<file path="src/rtl/cpu_pkg.sv">
// cpu_pkg: shared widths, types and fetch packet for the 16-bit CPU.
package cpu_pkg;
    localparam int ADDR_W = 16;
    localparam int DATA_W = 16;
    localparam int OPC_W  = 4;
    typedef logic [ADDR_W-1:0] addr_t;
    typedef logic [DATA_W-1:0] instr_t;
    typedef logic [OPC_W-1:0]  opcode_t;
    localparam opcode_t HALT_OPC = 4'hF;
    typedef struct packed {
        addr_t  pc;
        instr_t instr;
    } fetch_pkt_t;
    typedef enum logic {RUN, HALTED} fetch_state_t;
    function automatic opcode_t opcode_of(instr_t i);
        return i[DATA_W-1 -: OPC_W];
    endfunction
endpackage

</file>
<file path="src/rtl/fetch_skid_buffer.sv">
// fetch_skid_buffer: 2-entry FIFO of fetch packets with push/pop/flush.
module fetch_skid_buffer
    import cpu_pkg::*;
(
    input  logic       clk,
    input  logic       rst_n,
    input  logic       i_push,
    input  fetch_pkt_t i_pkt,
    input  logic       i_pop,
    input  logic       i_flush,
    output fetch_pkt_t o_head,
    output logic [1:0] o_count,
    output logic       o_full,
    output logic       o_empty
);
    fetch_pkt_t r_mem [2];
    logic       r_rd, r_wr;
    logic [1:0] r_count;
    logic       w_pop, w_push;

    assign o_empty = (r_count == 2'd0);
    assign o_full  = (r_count == 2'd2);
    assign o_count = r_count;
    assign o_head  = r_mem[r_rd];
    assign w_pop   = i_pop & ~o_empty;
    // when full, a push only lands if the head leaves in the same cycle
    assign w_push  = i_push & (~o_full | w_pop);

    always_ff @(posedge clk or negedge rst_n) begin
        if (!rst_n) begin
            r_mem[0] <= '0;
            r_mem[1] <= '0;
            r_rd     <= 1'b0;
            r_wr     <= 1'b0;
            r_count  <= 2'd0;
        end else if (i_flush) begin
            r_rd    <= 1'b0;
            r_wr    <= 1'b0;
            r_count <= 2'd0;
        end else begin
            if (w_push) r_mem[r_wr] <= i_pkt;
            if (w_push) r_wr <= ~r_wr;
            if (w_pop) r_rd <= ~r_rd;
            r_count <= r_count + {1'b0, w_push} - {1'b0, w_pop};
        end
    end
endmodule

</file>
<file path="src/rtl/instr_fetch_unit.sv">
// instr_fetch_unit: PC, ROM issue and redirect handling for the fetch stage.
// Optional HALT detection when FETCH_HALT_EN is defined.
module instr_fetch_unit
    import cpu_pkg::*;
#(
    parameter addr_t RESET_PC = '0
)(
    input  logic              clk,
    input  logic              rst_n,
    output logic [ADDR_W-1:0] rom_address,
    input  logic [DATA_W-1:0] rom_q,
    input  logic              redirect_valid,
    input  logic [ADDR_W-1:0] redirect_pc,
    output logic              out_valid,
    input  logic              out_ready,
    output logic [ADDR_W-1:0] out_pc,
    output logic [DATA_W-1:0] out_instr,
    output logic              halted
);
    logic [ADDR_W-1:0] r_pc, r_inflight_pc;
    logic              r_inflight;
    logic              w_pop, w_push, w_issue, w_halt_push, w_halted, w_full, w_empty;
    logic [1:0]        w_count;
    fetch_pkt_t        w_head;

    fetch_skid_buffer u_buf (
        .clk     (clk),
        .rst_n   (rst_n),
        .i_push  (w_push),
        .i_pkt   ({r_inflight_pc, rom_q}),
        .i_pop   (w_pop),
        .i_flush (redirect_valid),
        .o_head  (w_head),
        .o_count (w_count),
        .o_full  (w_full),
        .o_empty (w_empty)
    );

    assign rom_address = r_pc;
    assign out_valid   = ~w_empty;
    assign out_pc      = w_head.pc;
    assign out_instr   = w_head.instr;
    assign halted      = w_halted;
    assign w_pop       = ~w_empty & out_ready;
    assign w_push      = r_inflight & ~redirect_valid;
    // reserve a slot for every word in flight so nothing is ever dropped
    assign w_issue     = ~redirect_valid & ~w_halted & ~w_halt_push & ~(w_full & ~w_pop)
                       & (({1'b0, w_count} + {2'b0, r_inflight}) <= ({2'b0, w_pop} + 3'd1));

`ifdef FETCH_HALT_EN
    fetch_state_t r_state, w_state_nx;

    assign w_halt_push = w_push & (r_state == RUN) & (opcode_of(rom_q) == HALT_OPC);
    assign w_halted    = (r_state == HALTED);

    always_ff @(posedge clk or negedge rst_n) begin
        if (!rst_n) r_state <= RUN;
        else        r_state <= w_state_nx;
    end

    always_comb begin
        w_state_nx = redirect_valid ? RUN : (w_halt_push ? HALTED : r_state);
    end
`else
    assign w_halt_push = 1'b0;
    assign w_halted    = 1'b0;
`endif

    always_ff @(posedge clk or negedge rst_n) begin
        if (!rst_n) begin
            r_pc          <= RESET_PC;
            r_inflight    <= 1'b0;
            r_inflight_pc <= '0;
        end else begin
            r_inflight <= w_issue;
            if (w_issue) r_inflight_pc <= r_pc;
            if (redirect_valid) r_pc <= redirect_pc;
            else if (w_issue)   r_pc <= r_pc + 1'b1;
        end
    end
endmodule
</file>
<file path="config.mk">
export PLATFORM = sky130hd
export DESIGN_NAME = instr_fetch_unit
export DESIGN_NICKNAME = d
export VERILOG_FILES = /design/src/rtl/cpu_pkg.sv /design/src/rtl/fetch_skid_buffer.sv /design/src/rtl/instr_fetch_unit.sv
export SDC_FILE = /design/constraint.sdc
export NUM_CORES = 1
export LEC_CHECK = 0
export BUFFER_PORTS_ARGS = -buffer_cell sky130_fd_sc_hd__clkbuf_2
export CORE_ASPECT_RATIO = 0.8
export CORE_MARGIN = 2
export CORE_UTILIZATION = 40
export CTS_CLUSTER_DIAMETER = 60
export DETAILED_ROUTE_END_ITERATION = 8
export PLACE_DENSITY_LB_ADDON = 0.12
export SLEW_MARGIN = 20
export SYNTH_ARGS = -nofsm -noshare
export SYNTH_HDL_FRONTEND = slang
export SYNTH_SLANG_ARGS = --single-unit
</file>
<file path="constraint.sdc">
create_clock -name clk -period 3.8 [get_ports clk]
set_input_delay 0.19 -clock clk [delete_from_list [all_inputs] [get_ports clk]]
set_output_delay 0.19 -clock clk [all_outputs]
set_load 0.05 [all_outputs]
</file>
After elaboration in Yosys (flattened, before gate mapping)
Cells that the tools add are included.
{"block": "totals", "reg_bits": 101, "inputBits": 36, "output_inout_bits": 50, "wordCells": 56}
{"block": "op_classes", "addsub": 5, "order_cmp": 4, "n_eq_ne": 1, "n_mux": 13, "bitwise": 17, "reduce_logical": 6}
{"operator": "$mux 32", "n": 4}
{"operator": "$bwmux 64", "n": 1}
{"operator": "$demux 32 s1", "n": 1}
{"operator": "$mux 16", "n": 2}
{"operator": "$add 16x1->16 const B", "n": 1}
{"operator": "$and 1x1->1", "n": 7}
{"operator": "$not 1->1", "n": 7}
{"operator": "$reduce_bool 2->1", "n": 3}
{"operator": "$ge 2x2->1 const B", "n": 2}
{"operator": "$mux 1", "n": 4}
{"operator": "$not 1->2", "n": 2}
{"operator": "$add 2x1->3", "n": 1}
{"operator": "$le 3x2->1", "n": 1}
{"operator": "$add 1x1->2 const B", "n": 1}
{"operator": "$add 2x1->2", "n": 1}
{"operator": "$eq 2x2->1 const B", "n": 1}
{"operator": "$logic_not 2->1", "n": 1}
{"operator": "$lt 2x1->1 const B", "n": 1}
{"operator": "$mux 2", "n": 1}
{"operator": "$reduce_and 2->1", "n": 1}
{"operator": "$sub 2x1->2", "n": 1}
{"operator": "$logic_and 1x1->1", "n": 1}
{"operator": "$or 1x1->1", "n": 1}

Logic depth before layout (Yosys ltp)
Gate-level depths: netlist of the first run.
{"block": "logic_depth", "word_depth": 10, "mapped_depth": 10, "ltp_nobuf": 8}

Cells and area by module
Synthesis of the first run repeated with hierarchy kept, for this count alone.
{"block": "hier_totals", "hier_cells": 354, "area_unflattened_um2": 4865.9}
{"mod": "fetch_skid_buffer", "instances": 1, "cells_each": 196, "area_per_inst_um2": 3135.5, "seq_area_each_um2": 1701.6}
{"mod": "instr_fetch_unit", "instances": 1, "cells_each": 158, "area_per_inst_um2": 1730.4, "seq_area_each_um2": 825.8}

Least setup slack after synthesis of the first run
Ideal clock, no wire load.
{"block": "synth_path", "kind": "register to register", "from": "register u_buf.r_count[1] (netlist: u_buf.o_count[1])", "to": "register r_inflight_pc[10]", "setup_ps": 125, "arrival_time_ps": 2859, "required_time_ps": 3675, "setup_slack_ps": 816, "path_stages_with_launch": 10, "path_buffers": 1, "synth_period_minus_slack_ps": 2984, "path_cell_list": "dfrtp_1 > or2_2 > nand2_1 > inv_1 > fa_1 > nor3b_1 > o211ai_2 > nor2_2 > buf_4 > mux2_2"}
{"block": "synth_via", "elab_chain_cells": 8, "elab_cells_between_ends": 12, "classes_between": "2 x add/sub; 1 x order compare; 1 x eq/ne; 7 x bitwise; 1 x reduce/logical"}
{"element": "start, declared", "line_no": "fetch_skid_buffer.sv:18", "rtl": "logic [1:0] r_count;"}
{"element": "start signal, assigned", "line_no": "fetch_skid_buffer.sv:44", "rtl": "r_count <= r_count + {1'b0, w_push} - {1'b0, w_pop};"}
{"element": "$logic_not 2->1 (*)", "line_no": "fetch_skid_buffer.sv:21", "rtl": "assign o_empty = (r_count == 2'd0);"}
{"element": "$not 1->1 (*)"}
{"element": "named net out_valid", "line_no": "instr_fetch_unit.sv:14", "rtl": "output logic out_valid,"}
{"element": "$and 1x1->1 (*)", "line_no": "instr_fetch_unit.sv:44", "rtl": "assign w_pop = ~w_empty & out_ready;"}
{"element": "parallel branches: the longest is 4 deep, another holds $le 3x2->1"}
{"element": "$and 1x1->1 (*)", "line_no": "instr_fetch_unit.sv:48", "rtl": "& (({1'b0, w_count} + {2'b0, r_inflight}) <= ({2'b0, w_pop} + 3'd1));"}
{"element": "named net w_issue", "line_no": "instr_fetch_unit.sv:22", "rtl": "logic w_pop, w_push, w_issue, w_halt_push, w_halted, w_full, w_empty;"}
{"element": "end signal, assigned", "line_no": "instr_fetch_unit.sv:76", "rtl": "if (w_issue) r_inflight_pc <= r_pc;"}
{"element": "end, declared", "line_no": "instr_fetch_unit.sv:20", "rtl": "logic [ADDR_W-1:0] r_pc, r_inflight_pc;"}
Mark *: on every way through the listed nets, which the timed path passes.
A chain may end at the register's enable or synchronous reset.

Final worst setup path of the first run
{"block": "layout_path", "from": "register u_buf.r_count[1] (netlist: u_buf.o_count[1])", "to": "register r_inflight_pc[3]"}
{"block": "layout_via", "elab_chain_cells": 8, "elab_cells_between_ends": 12, "classes_between": "2 x add/sub; 1 x order compare; 1 x eq/ne; 7 x bitwise; 1 x reduce/logical"}
{"element": "parallel branches: the longest is 7 deep, another holds $le 3x2->1"}
{"element": "$and 1x1->1 (*)", "line_no": "instr_fetch_unit.sv:48"}
Mark *: on every way between the ends.

==> results.yml, run 1 <==
status:
  status: "finished, final reports clean"
detailed_routing:
  wirelength_um: 10400
  route.detailed.drc: 0
  vias: 3012
  drt_first_pass_iters: 4
  drt_iter0_drc: 117
  ant_nets: 0
  wire_per_inst_um: 17.9
  drt-vias-per-instance: 5.19
place:
  dp_cells: 564
  dpl.hpwl_um: 6820
  post_dp_cell_area_um2: 5310
  place.gp.congestion: 0.809
  port_buffers: 84
critical_path:
  r2r_slack_ns: 0.66
  crit_fanout: 27
  required_ns: 4.03
  startpoint_type: "register"
  cp-end-kind: "register"
  reg2regPathDepth: 9
  crit_type: "reg -> reg"
  r2r_start: "u_buf.o_count[1]$_DFF_PN0_"
  crit_arrival_ns: 3.37
  rr_endpoint: "r_inflight_pc[3]$_DFFE_PN0P_"
grt:
  grt_use_total_pct: 17.0
  grt_overflow: 0
  grt_pass1_vias: 3124
  antenna_found_initial: 0
  grt_pass1_wl_um: 17000
  grt_max_degree: 83
sta:
  worstMarginPinSlew_ns: 0.816
  slew_violations: 0
  fmax_mhz: 318
  hold_slack_ns: 0.0504
  finalSetupViolations: 0
  relSlewSlack_pct: 45.5
  final.period_utilization_pct: 82.6
  rsz0062_at_grt: "false"
  finalSetupTns_ns: 0
  skew_ns: 0.00627
  fin_crit_ns: 3.14
  final_hold_viol_count: 0
cells_and_area:
  n_antenna_cell: 0
  drive_gt1_share_pct: 50.9
  fin_area_um2: 5690
  instances_no_fill: 580
  area_delta_synth_final_pct: 17.6
  final_nets: 471
synth:
  synthArstFlopShare_pct: 100
  synth_common_cells: "dfrtp_1 (101), mux2_2 (82), mux2_4 (30)"
  synth_cells: 348
  syn_area_um2: 4840
  synth_top_area_share_pct: 52.2
  seq_area_frac_synth_pct: 52.2
  synth.yosys.warnings: 0
  ys_ff_latch: 101
  yosys-top-cells-area: "dfrtp_1 (52%), mux2_2 (19%), mux2_4 (9.3%), ha_1 (1.6%), or4_1 (1.4%)"
  synthDistinctLibCells: 47
  syn_area_per_cell_um2: 13.9
  syn-num-nets: 391
  synth.most_common_cell: "dfrtp_1"
  synth-main-ff-cell: "dfrtp_1"
  synth_edf_count: 0
  yosys.area.top_type: "dfrtp_1"
die:
  dieArea_um2: 13000
  die_w_um: 127
  rows: 35
  start_util_pct: 41.5
  design.core.area_um2: 11600
  die_y_um: 102
  io_pins: 86
power_and_ir_drop:
  power_density_nw_per_um2: 1040
  leakage_nw: 2.61
  max-vdd-ir-drop_v: 0.000457
clock_tree:
  htree_levels: 3
  clk_path_buf_depth: 2
  cts_root_buf: "clkbuf_16"
  cts.reportedPaths.clkPinSlew_ns: 0.07
  clk_latency_ns: 0.34
  ctsResizeCount: 0
  numCtsBuffers: 9
  cts_tree: "done"
  cts_sinks: 101
min_path:
  worstHoldStart: "redirect_pc[4]"
  hold_end: "rom_address[4]$_DFFE_PN0P_"
  hold_path_depth: 3
  hold_path_class: "in -> reg"
flow_run:
  drv_cap: 0
metal layers:
metal	GRT usage (%)	routed length (µm)	part of all wire, %
met5	0	0	0
met4	5.07	126	1.2
met3	4.08	375	3.6
met2	26.0	4700	45
met1	24.2	5160	50
registers in the layout, summed over array words and instances, names as in the netlist:
name           flops
u_buf.o_count      2
u_buf.r_rd         1
rom_address       16
r_inflight_pc     16
u_buf.r_mem       64
u_buf.r_wr         1
r_inflight         1
cell usage in the layout, fill, tap and decap left out, types with 2 or more instances in the layout:
| cell type | count |
|---|---|
| a31oi_1 | 6 |
| and3_1 | 4 |
| buf_4 | 4 |
| bufinv_16 | 4 |
| clkbuf_16 | 9 |
| clkbuf_2 | 83 |
| dfrtp_1 | 101 |
| ha_1 | 6 |
| inv_1 | 7 |
| mux2_2 | 82 |
| mux2_4 | 30 |
| nand2_1 | 16 |
| nand2b_1 | 2 |
| nand3_1 | 8 |
| nor2_1 | 10 |
| nor3_1 | 2 |
| o2111ai_1 | 2 |
| o211ai_1 | 3 |
| o21ai_0 | 4 |
| o31a_1 | 3 |
| o31ai_1 | 5 |
| or4_1 | 9 |
| xor2_1 | 6 |
area by class of cell:
| type | count | area (µm²) |
|---|---|---|
| Multi-Input combinational cell | 218 | 2100 |
| Clock buffer | 11 | 243 |
| Inverter | 8 | 30.0 |
| Tap cell | 148 | 185 |
| Timing Repair Buffer | 90 | 487 |
| Clock inverter | 4 | 120 |
| Sequential cell | 101 | 2530 |
| Fill cell | 1056 | 5960 |
how the worst max path moves through the flow:
stage	cells past startpoint	startpoint	end	slack, ns
after floorplan	9	u_buf.o_count[1]$_DFF_PN0_	r_inflight_pc[10]$_DFFE_PN0P_	0.82
after global placement	9	u_buf.o_count[1]$_DFF_PN0_	r_inflight_pc[4]$_DFFE_PN0P_	0.67
after detailed placement	9	u_buf.o_count[1]$_DFF_PN0_	r_inflight_pc[9]$_DFFE_PN0P_	0.55
after CTS	9	u_buf.o_count[1]$_DFF_PN0_	r_inflight_pc[9]$_DFFE_PN0P_	0.54
after global routing	9	u_buf.o_count[1]$_DFF_PN0_	r_inflight_pc[7]$_DFFE_PN0P_	0.43
final	9	u_buf.o_count[1]$_DFF_PN0_	r_inflight_pc[3]$_DFFE_PN0P_	0.66
per-stage QoR:
| step | utilization [%] | power, mW | setup slack, ns |
|---|---|---|---|
| after CTS | 48.7 | 5.97 | 0.542 |
| after floorplan | - | 4.27 | 0.816 |
| final | 48.9 | 5.93 | 0.660 |
| after detailed placement | 45.6 | 4.82 | 0.553 |
| after global placement | 45.6 | 4.74 | 0.666 |
| after global routing | 48.9 | 6.28 | 0.428 |
power breakdown:
| part | internal (mW) | switching [mW] |
|---|---|---|
| clock | 0.725 | 0.393 |
| combinational | 1.15 | 1.77 |
| sequential | 1.56 | 0.328 |
kinds of logic (layout without fill, tap and decap cells):
| family | Yosys count | after routing | share of synthesized area, % |
|---|---|---|---|
| AO/OA/AOI/OAI | 28 | 28 | 4.27 |
| XOR/XNOR | 7 | 7 | 1.27 |
| adder cells (fa/ha/maj) | 7 | 7 | 1.96 |
| buffers and inverters | 29 | 113 | 4.58 |
| flip-flops | 101 | 101 | 52.2 |
| multiplexers | 113 | 113 | 28.6 |
| other | 1 | 1 | 0.0775 |
| AND/OR/NAND/NOR | 62 | 62 | 7.03 |
critical path, cell delays in order (launching register included):
cell and delay [ns]:
dfrtp_1 0.43, or2_2 0.32, nand2_1 0.13, inv_1 0.09
fa_1 0.45, nor3b_1 0.49, o211ai_4 0.34, nor2_2 0.15
buf_4 0.25, mux2_2 0.36
timing repair:
item | in CTS | in global routing
hold endpoints to repair | 0 | 81
buffers inserted | 0 | 0
hold buffers | 0 | 1
setup endpoints to repair | 0 | 0
Power figures use the tool's default switching activity.
==> run 2, diff against run 1 <==
- clock period: 3.8 -> 2.97 ns (I/O delays scaled with it)
==> results.yml, run 2 (same netlist as run 1, synthesis figures left out) <==
die:
  die_y_um: 102
  design.core.area_um2: 11600
  die_w_um: 127
  rows: 35
  dieArea_um2: 13000
  io_pins: 86
  start_util_pct: 41.5
cells_and_area:
  largest-register: "u_buf.r_mem"
  layout_common_cells: "dfrtp_1 (101), clkbuf_2 (83), mux2_2 (82)"
  final_nets: 478
  area_delta_synth_final_pct: 18.4
  instances_no_fill: 588
  n_antenna_cell: 0
  drive_gt1_share_pct: 52.3
  largest_reg_flops: 64
  n_fill_cell: 1072
  mostFrequentLayoutCell: "dfrtp_1"
critical_path:
  cp-end-kind: "register"
  crit_arrival_ns: 3.06
  startpoint_type: "register"
  crit_type: "reg -> reg"
  crit_fanout: 27
  required_ns: 3.20
place:
  dp_cells: 568
  port_buffers: 84
  place.gp.congestion: 0.815
  dpl.hpwl_um: 6830
sta:
  rsz0062_at_grt: "false"
  skew_ns: 0.00689
  worstMarginPinSlew_ns: 0.657
  fmax_mhz: 354
  final_hold_viol_count: 0
  relSlewSlack_pct: 56.2
  finalSetupViolations: 0
  fin_crit_ns: 2.83
  final.period_utilization_pct: 95.2
  slew_violations: 0
clock_tree:
  cts_sinks: 101
  cts_root_buf: "clkbuf_16"
  clk_latency_ns: 0.34
  clk_path_buf_depth: 2
  numCtsBuffers: 9
  cts.reportedPaths.clkPinSlew_ns: 0.07
  htree_levels: 3
  cts_tree: "done"
grt:
  grt_pass1_vias: 3035
  antenna_found_initial: 0
  grt_use_total_pct: 16.5
  grt_overflow: 0
  grt_pass1_wl_um: 16500
  grt_max_degree: 54
detailed_routing:
  vias: 3013
  wire_per_inst_um: 17.0
  drt_iter0_drc: 96
  wirelength_um: 10000
  drt-vias-per-instance: 5.12
  route.detailed.drc: 0
  ant_nets: 0
  drt_first_pass_iters: 4
status:
  status: "finished, final reports clean"
power_and_ir_drop:
  leakage_nw: 2.64
  max-vdd-ir-drop_v: 0.000544
  power_density_nw_per_um2: 1320
  p_total_mw: 7.56
min_path:
  hold_path_class: "in -> reg"
flow_run:
  drv_cap: 0
[run 2: cell count changes in the layout (fill, tap and decap cells not counted), moves of 3 or more]
cell and change:
buf_4 +5, buf_12 +3, bufinv_16 -3, inv_6 +3
[run 2: timing repair]
action                     in CTS  in global routing
hold buffers                    1                  0
hold endpoints to repair       48                  0
gates resized for setup         0                  1
setup endpoints to repair      16                 17
setup buffers                   3                  0
pin swaps                       1                  0
[run 2: where the power goes]
part / leakage (nW) / switching (mW) / internal (mW) / total [mW]
clock: 0.156 / 0.536 / 0.693 / 1.23
combinational: 1.28 / 2.28 / 1.63 / 3.91
sequential: 1.21 / 0.421 / 2.00 / 2.42
[run 2: layout make-up]
type / count / area (µm²) / share of cell area, %
multi-input cells: 218 / 2100 / 36.7
well taps: 148 / 185 / 3.23
clock buffers: 10 / 239 / 4.17
repair buffers: 97 / 573 / 10.0
clock inverters: 6 / 76.3 / 1.33
flip-flops and latches: 101 / 2530 / 44.1
inverters: 8 / 30.0 / 0.524
[run 2: routing by layer]
layer	vias up	wire, µm	GRT usage (%)
li1	1434	-	-
met1	1503	5060	24.4
met2	68	4380	24.1
met3	8	452	4.71
met4	0	101	4.14
met5	-	0	0
[run 2: worst paths after layout]
path,startpoint,endpoint,slack [ns],depth (start not counted)
min in group asynchronous,rst_n,rom_address[0]$_DFFE_PN0P_,0.36,2
hold / removal,redirect_pc[2],rom_address[2]$_DFFE_PN0P_,0.01,3
setup / recovery,u_buf.o_count[0]$_DFF_PN0_,r_inflight_pc[13]$_DFFE_PN0P_,0.14,10
max in group asynchronous,rst_n,u_buf.r_mem[39]$_DFFE_PN0P_,1.89,3
setup reg to reg,u_buf.o_count[0]$_DFF_PN0_,r_inflight_pc[13]$_DFFE_PN0P_,0.14,10
hold reg to reg,u_buf.r_mem[3]$_DFFE_PN0P_,u_buf.r_mem[3]$_DFFE_PN0P_,0.50,1
[run 2: critical path, stage by stage (launching register included)]
cell and delay, ns:
dfrtp_1 0.41, or2_2 0.30, nand2_1 0.13, inv_1 0.09, fa_1 0.46, or4_1 0.50, o211ai_2 0.14, buf_12 0.20
nor2_4 0.07, buf_4 0.16, mux2_2 0.26
[run 2: stage by stage]
step	hold WS (ns)	util [%]	area [µm²]	setup slack (ns)	setup TNS [ns]
after floorplan	-0.147	-	4840	0.0684	0
after global placement	0.210	46.1	5370	0.0617	0
after detailed placement	0.213	46.1	5370	-0.0184	-0.165
after CTS	0.00242	49.2	5730	0.135	0
after global routing	0.0135	49.2	5730	0.0287	0
final	0.0128	49.2	5730	0.141	0
